[config.mk]
export PLATFORM = sky130hd
export DESIGN_NAME = phase_accumulator
export DESIGN_NICKNAME = d
export VERILOG_FILES = /design/src/rtl/phase_accumulator.sv
export SDC_FILE = /design/constraint.sdc
export NUM_CORES = 1
export LEC_CHECK = 0
export ABC_CLOCK_PERIOD_IN_PS = 7300
export CORE_MARGIN = 2
export CORE_UTILIZATION = 47
export DETAILED_ROUTE_END_ITERATION = 7
export PLACE_DENSITY = 0.68
export SETUP_SLACK_MARGIN = 0.3
export SLEW_MARGIN = 20
export SYNTH_ARGS = -nofsm -noshare
export SYNTH_HDL_FRONTEND = slang
export SYNTH_SLANG_ARGS = --single-unit
[constraint.sdc]
create_clock -name Sys_clk -period 7.3 [get_ports Sys_clk]
set_clock_uncertainty 0.05 [all_clocks]
set_input_delay 1.46 -clock Sys_clk [delete_from_list [all_inputs] [get_ports Sys_clk]]
set_output_delay 1.46 -clock Sys_clk [all_outputs]
set_load 0.02 [all_outputs]
[src/rtl/phase_accumulator.sv]
// Phase accumulator for the sinusoid synth: adds a clamped per-sample increment
// to a 16Q.16N phase that is kept wrapped into [-PI_Q, PI_Q), with hard sync.
module phase_accumulator #(
    parameter int PI_Q     = 205887,
    parameter int TWO_PI_Q = 411774
) (
    input  logic               Sys_clk,
    input  logic               Phs_rst,
    input  logic               Phs_ce,
    input  logic signed [31:0] Freq,
    input  logic               Freq_ld,
    input  logic               Sync,
    output logic signed [31:0] Phase,
    output logic               Phase_vld,
    output logic               Cycle,
    output logic               Freq_err
);

    localparam int unsigned PW = 32;
    localparam int unsigned SW = PW + 1;

    localparam logic signed [PW-1:0] PI_P      = PW'(PI_Q);
    localparam logic signed [PW-1:0] PI_N      = PW'(-PI_Q);
    localparam logic signed [SW-1:0] PI_S      = SW'(PI_Q);
    localparam logic signed [SW-1:0] NEG_PI_S  = SW'(-PI_Q);
    localparam logic signed [SW-1:0] TWO_PI_S  = SW'(TWO_PI_Q);

    typedef enum logic {
        IDLE = 1'b0,
        RUN  = 1'b1
    } state_t;

    state_t                state;
    state_t                state_nxt;
    logic                  tick_c;
    logic signed [PW-1:0]  freq_r;
    logic                  sync_pend;
    logic signed [PW-1:0]  freq_lim_c;
    logic                  freq_oor_c;
    logic signed [SW-1:0]  sum_c;
    logic signed [PW-1:0]  phase_nxt_c;
    logic                  cycle_nxt_c;

    always_ff @(posedge Sys_clk or posedge Phs_rst) begin
        if (Phs_rst) state <= IDLE;
        else         state <= state_nxt;
    end

    // IDLE only leaves on the first frequency load; RUN is terminal until reset
    always_comb begin
        state_nxt = state;
        tick_c    = 1'b0;
        case (state)
            IDLE: if (Freq_ld) state_nxt = RUN;
            RUN:  tick_c = Phs_ce;
            default: state_nxt = IDLE;
        endcase
    end

    // Clamp the incoming increment so one wrap per tick is always enough
    always_comb begin
        freq_lim_c = Freq;
        freq_oor_c = 1'b0;
        if (Freq > PI_P) begin
            freq_lim_c = PI_P;
            freq_oor_c = 1'b1;
        end else if (Freq < PI_N) begin
            freq_lim_c = PI_N;
            freq_oor_c = 1'b1;
        end
    end

    always_comb begin
        sum_c       = SW'({Phase[PW-1], Phase}) + SW'({freq_r[PW-1], freq_r});
        phase_nxt_c = PW'(sum_c);
        cycle_nxt_c = 1'b0;
        if (sync_pend || Sync) begin
            phase_nxt_c = '0;
            cycle_nxt_c = 1'b1;
        end else if (sum_c >= PI_S) begin
            phase_nxt_c = PW'(sum_c - TWO_PI_S);
            cycle_nxt_c = 1'b1;
        end else if (sum_c < NEG_PI_S) begin
            phase_nxt_c = PW'(sum_c + TWO_PI_S);
            cycle_nxt_c = 1'b1;
        end
    end

    always_ff @(posedge Sys_clk or posedge Phs_rst) begin
        if (Phs_rst) begin
            Phase     <= '0;
            Phase_vld <= 1'b0;
            Cycle     <= 1'b0;
            Freq_err  <= 1'b0;
            freq_r    <= '0;
            sync_pend <= 1'b0;
        end else begin
            Phase_vld <= tick_c;
            Cycle     <= tick_c && cycle_nxt_c;
            if (tick_c) Phase <= phase_nxt_c;
            // A coincident tick still sees the old increment
            if (Freq_ld) begin
                freq_r   <= freq_lim_c;
                Freq_err <= freq_oor_c;
            end
            if (tick_c)    sync_pend <= 1'b0;
            else if (Sync) sync_pend <= 1'b1;
        end
    end

endmodule

==> results of run 1 <==
[Yosys cell counts, types with 4 or more instances]
cell	number	share of area
or4_1	4	0.0045
and3_1	8	0.0075
a211oi_1	7	0.0078
o22ai_1	40	0.037
a21boi_0	4	0.0045
nor3_1	26	0.019
or3_1	9	0.0084
o21a_1	8	0.0089
nor4_1	10	0.0093
nand2_1	100	0.056
nand4b_1	4	0.0052
and4_1	8	0.010
o32ai_1	7	0.0091
a31oi_1	10	0.0093
o21ai_0	47	0.035
nor2b_1	12	0.011
mux2i_1	4	0.0060
dfrtp_1	69	0.26
xor2_1	13	0.017
nand3_1	23	0.017
nand2b_1	7	0.0065
or2_2	6	0.0056
clkbuf_1	24	0.013
o21ai_1	7	0.0052
o2111ai_1	4	0.0052
a21oi_1	49	0.037
buf_2	17	0.013
o211ai_1	16	0.018
o21bai_1	4	0.0045
nand4_1	21	0.020
o22a_1	10	0.013
a211o_1	5	0.0065
xnor2_1	28	0.037
inv_1	42	0.023
a21o_1	11	0.012
ha_1	35	0.065
nor2_1	70	0.039
[registers in the layout, indices dropped and copies added, names as in the netlist]
register   count
Phase         32
freq_r        32
Cycle          1
Freq_err       1
Phase_vld      1
state          1
sync_pend      1
[through the flow]
| stage | std cells | area (sq um) |
|---|---|---|
| floorplan | 859 | 6714 |
| global placement | 1070 | 7503 |
| detailed placement | 1071 | 7515 |
| CTS | 1087 | 7815 |
| global route | 1087 | 7824 |
| finish | 1087 | 7824 |
[routing by layer]
layer,track usage,part of all wire
met3,0.07472,0.11
met2,0.4001,0.42
met1,0.4369,0.45
met4,0.09304,0.022
met5,0,0
[cells by family (layout without fill, tap and decap cells)]
kind of cell    Yosys count  in the layout  synth area share
compound gates          286            286            0.3025
xor+xnor                 42             42           0.05591
fa+ha+maj                36             36           0.06821
buf+inv                  89            137           0.05535
flops                    69             69            0.2572
mux                       4              4          0.005964
simple gates            333            333            0.2549
[cell type report]
class,count,area share
Tap cell,180,0.02879
Timing Repair Buffer,79,0.09899
Clock buffer,10,0.02927
Multi-Input combinational cell,701,0.5930
Inverter,42,0.02015
Sequential cell,69,0.2207
Clock inverter,6,0.009116
[worst min-delay path by stage]
stage | to | depth (start not counted)
after floorplan | state$_DFF_PP0_ | 1
after global placement | state$_DFF_PP0_ | 1
after detailed placement | state$_DFF_PP0_ | 1
after CTS | state$_DFF_PP0_ | 1
after global routing | state$_DFF_PP0_ | 1
final | state$_DFF_PP0_ | 1
[power by group through the flow]
stage | Clock, mW | Combinational (mW) | Sequential, mW
global placement | 0 | 2.06 | 0.537
CTS | 0.464 | 2.08 | 0.532
finish | 0.459 | 2.14 | 0.532
global route | 0.482 | 2.31 | 0.542
floorplan | 0 | 1.48 | 0.583
detailed placement | 0 | 2.07 | 0.539
[cells in the final DEF, fill, tap and decap left out, types with 28 or more instances in the layout]
master	instances
a21oi_1	49
clkdlybuf4s50_1	71
dfrtp_1	69
ha_1	35
inv_1	41
nand2_1	100
nor2_1	70
o21ai_0	47
o22ai_1	40
xnor2_1	28
[worst max-delay path, delay by kind of cell (launching register included)]
family,cells,cell delay (ps)
buf+inv,1,250
flops,1,410
simple gates,1,70
xor+xnor,1,230
compound gates,9,3130
fa+ha+maj,2,750
==> reports/qor.yml, run 1 <==
run_status:
  status: "completed"
sta:
  period_needed_ps: 4928
  slew_headroom: 0.3431
  report.final.slew_viol_count: 0
  rsz0062_at_grt: "false"
  tightest_slew_ps: 985.3
  hold_viol: 0
  setup_tns_ps: 0
  final-setup-viol-count: 0
  fmax_mhz: 202.9
  whs_ps: 428.2
  fin_crit_sh: 0.6751
  setup_ws_ps: 2372
clock_tree:
  tritoncts: "done"
  hold_buffers: 0
  cts_buffers: 9
  clk-insertion-delay-late_ps: 350
  postCtsResizedCells: 0
  cts.reportedPaths.clkPinSlew_ps: 70
  post_cts_buffers: 0
  cts_sinks: 69
  h-tree-depth: 3
  clockBufferDepth: 2
  cts-root-buf: "clkbuf_16"
pwr:
  p_total_mw: 3.127
  ir_drop_mv: 0.1757
  p_clk_frac: 0.147
  p_comb_frac: 0.683
  switching_power_mw: 1.598
  netSwitchingFraction: 0.5109
  p_int_mw: 1.529
  powerDensity_mw_per_mm2: 399.7
  power.leakage_nw: 3.141
  power.share.sequential: 0.170
final_layout:
  area_growth_pct: 16.53
  num-nets-final: 975
  drive_above_1_share: 0.07277
  multi_input_area_sq_mm: 0.004639
  ff_latch_area_sq_mm: 0.001727
  fill_cells: 1321
  fin_util: 0.5615
  insertedDiodeCount: 0
worst_setup_path:
  rr_endpoint: "Phase[28]$_DFFE_PP0P_"
  critPathMaxStageDelay_ps: 780
  path_cells: "ha_1, fa_1, a211oi_4, o21ai_4, a211o_2, xnor2_2, o32ai_1, o311ai_1, a211o_1, o41ai_4, buf_6, nor2_1, a2111oi_1, a221o_1"
  worst-endpoint-arrival_ps: 5170
  critPathSlowestCell: "o41ai_4"
  cp-start-kind: "register"
  crit_end: "Phase[28]$_DFFE_PP0P_"
  crit_type: "reg -> reg"
  rr_startpoint: "Phase[0]$_DFFE_PP0P_"
  cp.required_ps: 7540
  worstRegToRegCells: 14
  r2r_slack_ps: 2370
  endpoint_kind: "register"
  cp_max_fo: 11
  startpoint: "Phase[0]$_DFFE_PP0P_"
global_routing:
  grt_antenna_before_repair: 0
  grtUsageTotal: 0.2904
  grt_pass1_vias: 6119
  grt_max_degree: 70
  gr-total-overflow: 0
  grt_pass1_wl_um: 33670
yosys:
  synth_cells: 859
  ys_ff_latch: 69
  synth-async-reset-ratio: 1.000
  synth_cell_types: 96
  yosysSeqAreaShare: 0.2572
  synth-edff-count: 0
  syn_nets: 932
  synth_ff_type: "dfrtp_1"
  yosys_warnings: 0
  netlist_area_sq_mm: 0.006714
  avgSynthCellArea_sq_um: 7.816
floorplan:
  die_w_um: 123.5
  coreArea_sq_mm: 0.01393
  dieArea_sq_mm: 0.01526
  io_pins: 72
  fp.dieH_um: 123.5
  initial_utilization: 0.4818
  num_rows: 43
placed_design:
  place_congestion: 0.9945
  dp_hpwl_um: 16570
  port_buffers: 71
  pre_cts_slack_ps: 2280
min_path:
  hp-start: "state$_DFF_PP0_"
  worstHoldPathType: "reg -> reg"
route:
  route.detailed.drc: 0
  vias_per_cell: 6.443
  drt_iter0_drc: 780
  wl_per_cell_um: 19.83
  vias: 7004
  firstDrtPassIters: 5
  wirelength_um: 21550
  ant_nets: 0
run:
  max_cap_viol_count: 0
Power figures use the tool's default switching activity.
==> run 2: changes to the inputs <==
- ABC_CLOCK_PERIOD_IN_PS: 7300 -> 4800
- clock period: 7.3 -> 4.8 ns (I/O delays scaled with it)
==> run 2 against run 1 <==
Core utilization grew 3.0 points. Final cell count grew 2.8%. Clock-buffer cell count shrank 1. Total power grew 63%. Maximum frequency grew 11%. Flip-flop and latch count is the same. Clock power grew 52%. Via count grew 3.6%. Combinational power grew 67%. Largest cell class unchanged. Highest routed layer unchanged.
==> reports/qor.yml, run 2 (synthesis results as in run 1) <==
pwr:
  p_total_mw: 5.083
  ir_drop_mv: 0.2528
  power.leakage_nw: 3.352
  powerDensity_mw_per_mm2: 616.9
min_path:
  worstHoldPathType: "reg -> reg"
floorplan:
  die_w_um: 123.5
  dieArea_sq_mm: 0.01526
  num_rows: 43
  fp.dieH_um: 123.5
  initial_utilization: 0.4818
  coreArea_sq_mm: 0.01393
  io_pins: 72
worst_setup_path:
  endpoint_kind: "register"
  worst-endpoint-arrival_ps: 4620
  cp-start-kind: "register"
  cp_max_fo: 8
  crit_type: "reg -> reg"
  cp.required_ps: 4990
route:
  ant_nets: 0
  wirelength_um: 22940
  firstDrtPassIters: 6
  vias_per_cell: 6.499
  route.detailed.drc: 0
  drt_iter0_drc: 900
  vias: 7259
  wl_per_cell_um: 20.53
sta:
  fin_crit_sh: 0.9231
  fmax_mhz: 225.7
  hold_viol: 0
  period_needed_ps: 4431
  slew_headroom: 0.3568
  rsz0062_at_grt: "false"
  setup_tns_ps: 0
  report.final.slew_viol_count: 0
  final-setup-viol-count: 0
  tightest_slew_ps: 964.9
clock_tree:
  cts-root-buf: "clkbuf_16"
  cts_sinks: 69
  h-tree-depth: 3
  cts.reportedPaths.clkPinSlew_ps: 70
  clk-insertion-delay-late_ps: 350
  cts_buffers: 9
  tritoncts: "done"
  clockBufferDepth: 2
final_layout:
  largestRegisters: "Phase: 32 flops, freq_r: 32 flops"
  final_common_cell: "nand2_1"
  area_growth_pct: 22.74
  most-common-layout-cells: "nand2_1, clkdlybuf4s50_1, dfrtp_1, nor2_1, a21oi_1"
  num-nets-final: 1005
  insertedDiodeCount: 0
  final_cell_area_sq_mm: 0.008240
  drive_above_1_share: 0.1259
global_routing:
  grt_antenna_before_repair: 0
  grt_pass1_wl_um: 35030
  grt_pass1_vias: 6381
  grtUsageTotal: 0.3013
  gr-total-overflow: 0
  grt_max_degree: 48
run_status:
  status: "completed"
placed_design:
  dp_hpwl_um: 17300
  port_buffers: 71
  place_area_sq_mm: 0.007644
  place_congestion: 0.9729
run:
  max_cap_viol_count: 0
-- run 2: per-stage QoR --
stage                     instances  utilization  setup slack, ps  hold slack [ps]
after global routing           1117       0.5914            258.3            454.5
after CTS                      1103       0.5701            317.2            435.5
after floorplan                 859            -            666.9            387.2
after detailed placement       1087       0.5485            376.5            423.1
final                          1117       0.5914            369.0            431.2
after global placement         1087       0.5485            459.4            410.4
-- run 2: worst max-delay path, cell delays in order (launching register included) --
cell      delay [ps]
dfrtp_1          420
ha_4             200
fa_2             400
a211oi_4         430
o21ai_4          150
a211o_4          410
xnor2_4          200
o32ai_2          290
o311ai_2         150
a211o_1          400
o41ai_4          380
buf_6            180
buf_12           120
nor2_1            60
a21o_1           180
a221o_1          290
-- run 2: repair_timing --
item                                    CTS  global route
hold buffers                              0             0
buffers inserted                          0            12
endpoints found under the setup margin    0            31
gates resized for setup                   0            31
-- run 2: final cells by class --
cell class                      instances  area [sq um]
Timing Repair Buffer                  109          1047
Fill cell                            1285          5694
Multi-Input combinational cell        701          4783
Tap cell                              180         225.2
Clock inverter                          7         75.07
Sequential cell                        69          1727
Clock buffer                            9         225.2
Inverter                               42         157.7
-- run 2: metal layers --
metal / GRT usage / part of all wire
met1: 0.4553 / 0.45
met2: 0.4392 / 0.44
met3: 0.05858 / 0.093
met4: 0.07244 / 0.019
met5: 0 / 0
-- run 2: worst paths after layout --
kind,from,endpoint,slack [ps],cells after the start
setup reg to reg,freq_r[0]$_DFFE_PP0P_,Phase[28]$_DFFE_PP0P_,370,15
min in group asynchronous,Phs_rst,Phase[29]$_DFFE_PP0P_,940,2
hold / removal,state$_DFF_PP0_,state$_DFF_PP0_,430,1
setup / recovery,freq_r[0]$_DFFE_PP0P_,Phase[28]$_DFFE_PP0P_,370,15
hold reg to reg,state$_DFF_PP0_,state$_DFF_PP0_,430,1
max in group asynchronous,Phs_rst,Phase[8]$_DFFE_PP0P_,2730,3
-- run 2: report_power, final --
part	switching, mW	internal [mW]	leakage (nW)
Sequential	0.123	0.695	0.868
Combinational	2.14	1.42	2.34
Clock	0.291	0.405	0.150
==> run 3: changes to the inputs <==
- CAP_MARGIN: not set -> 0
==> results of run 3 <==
Same layout as run 2: the final DEF is identical, and so are final timing and power.
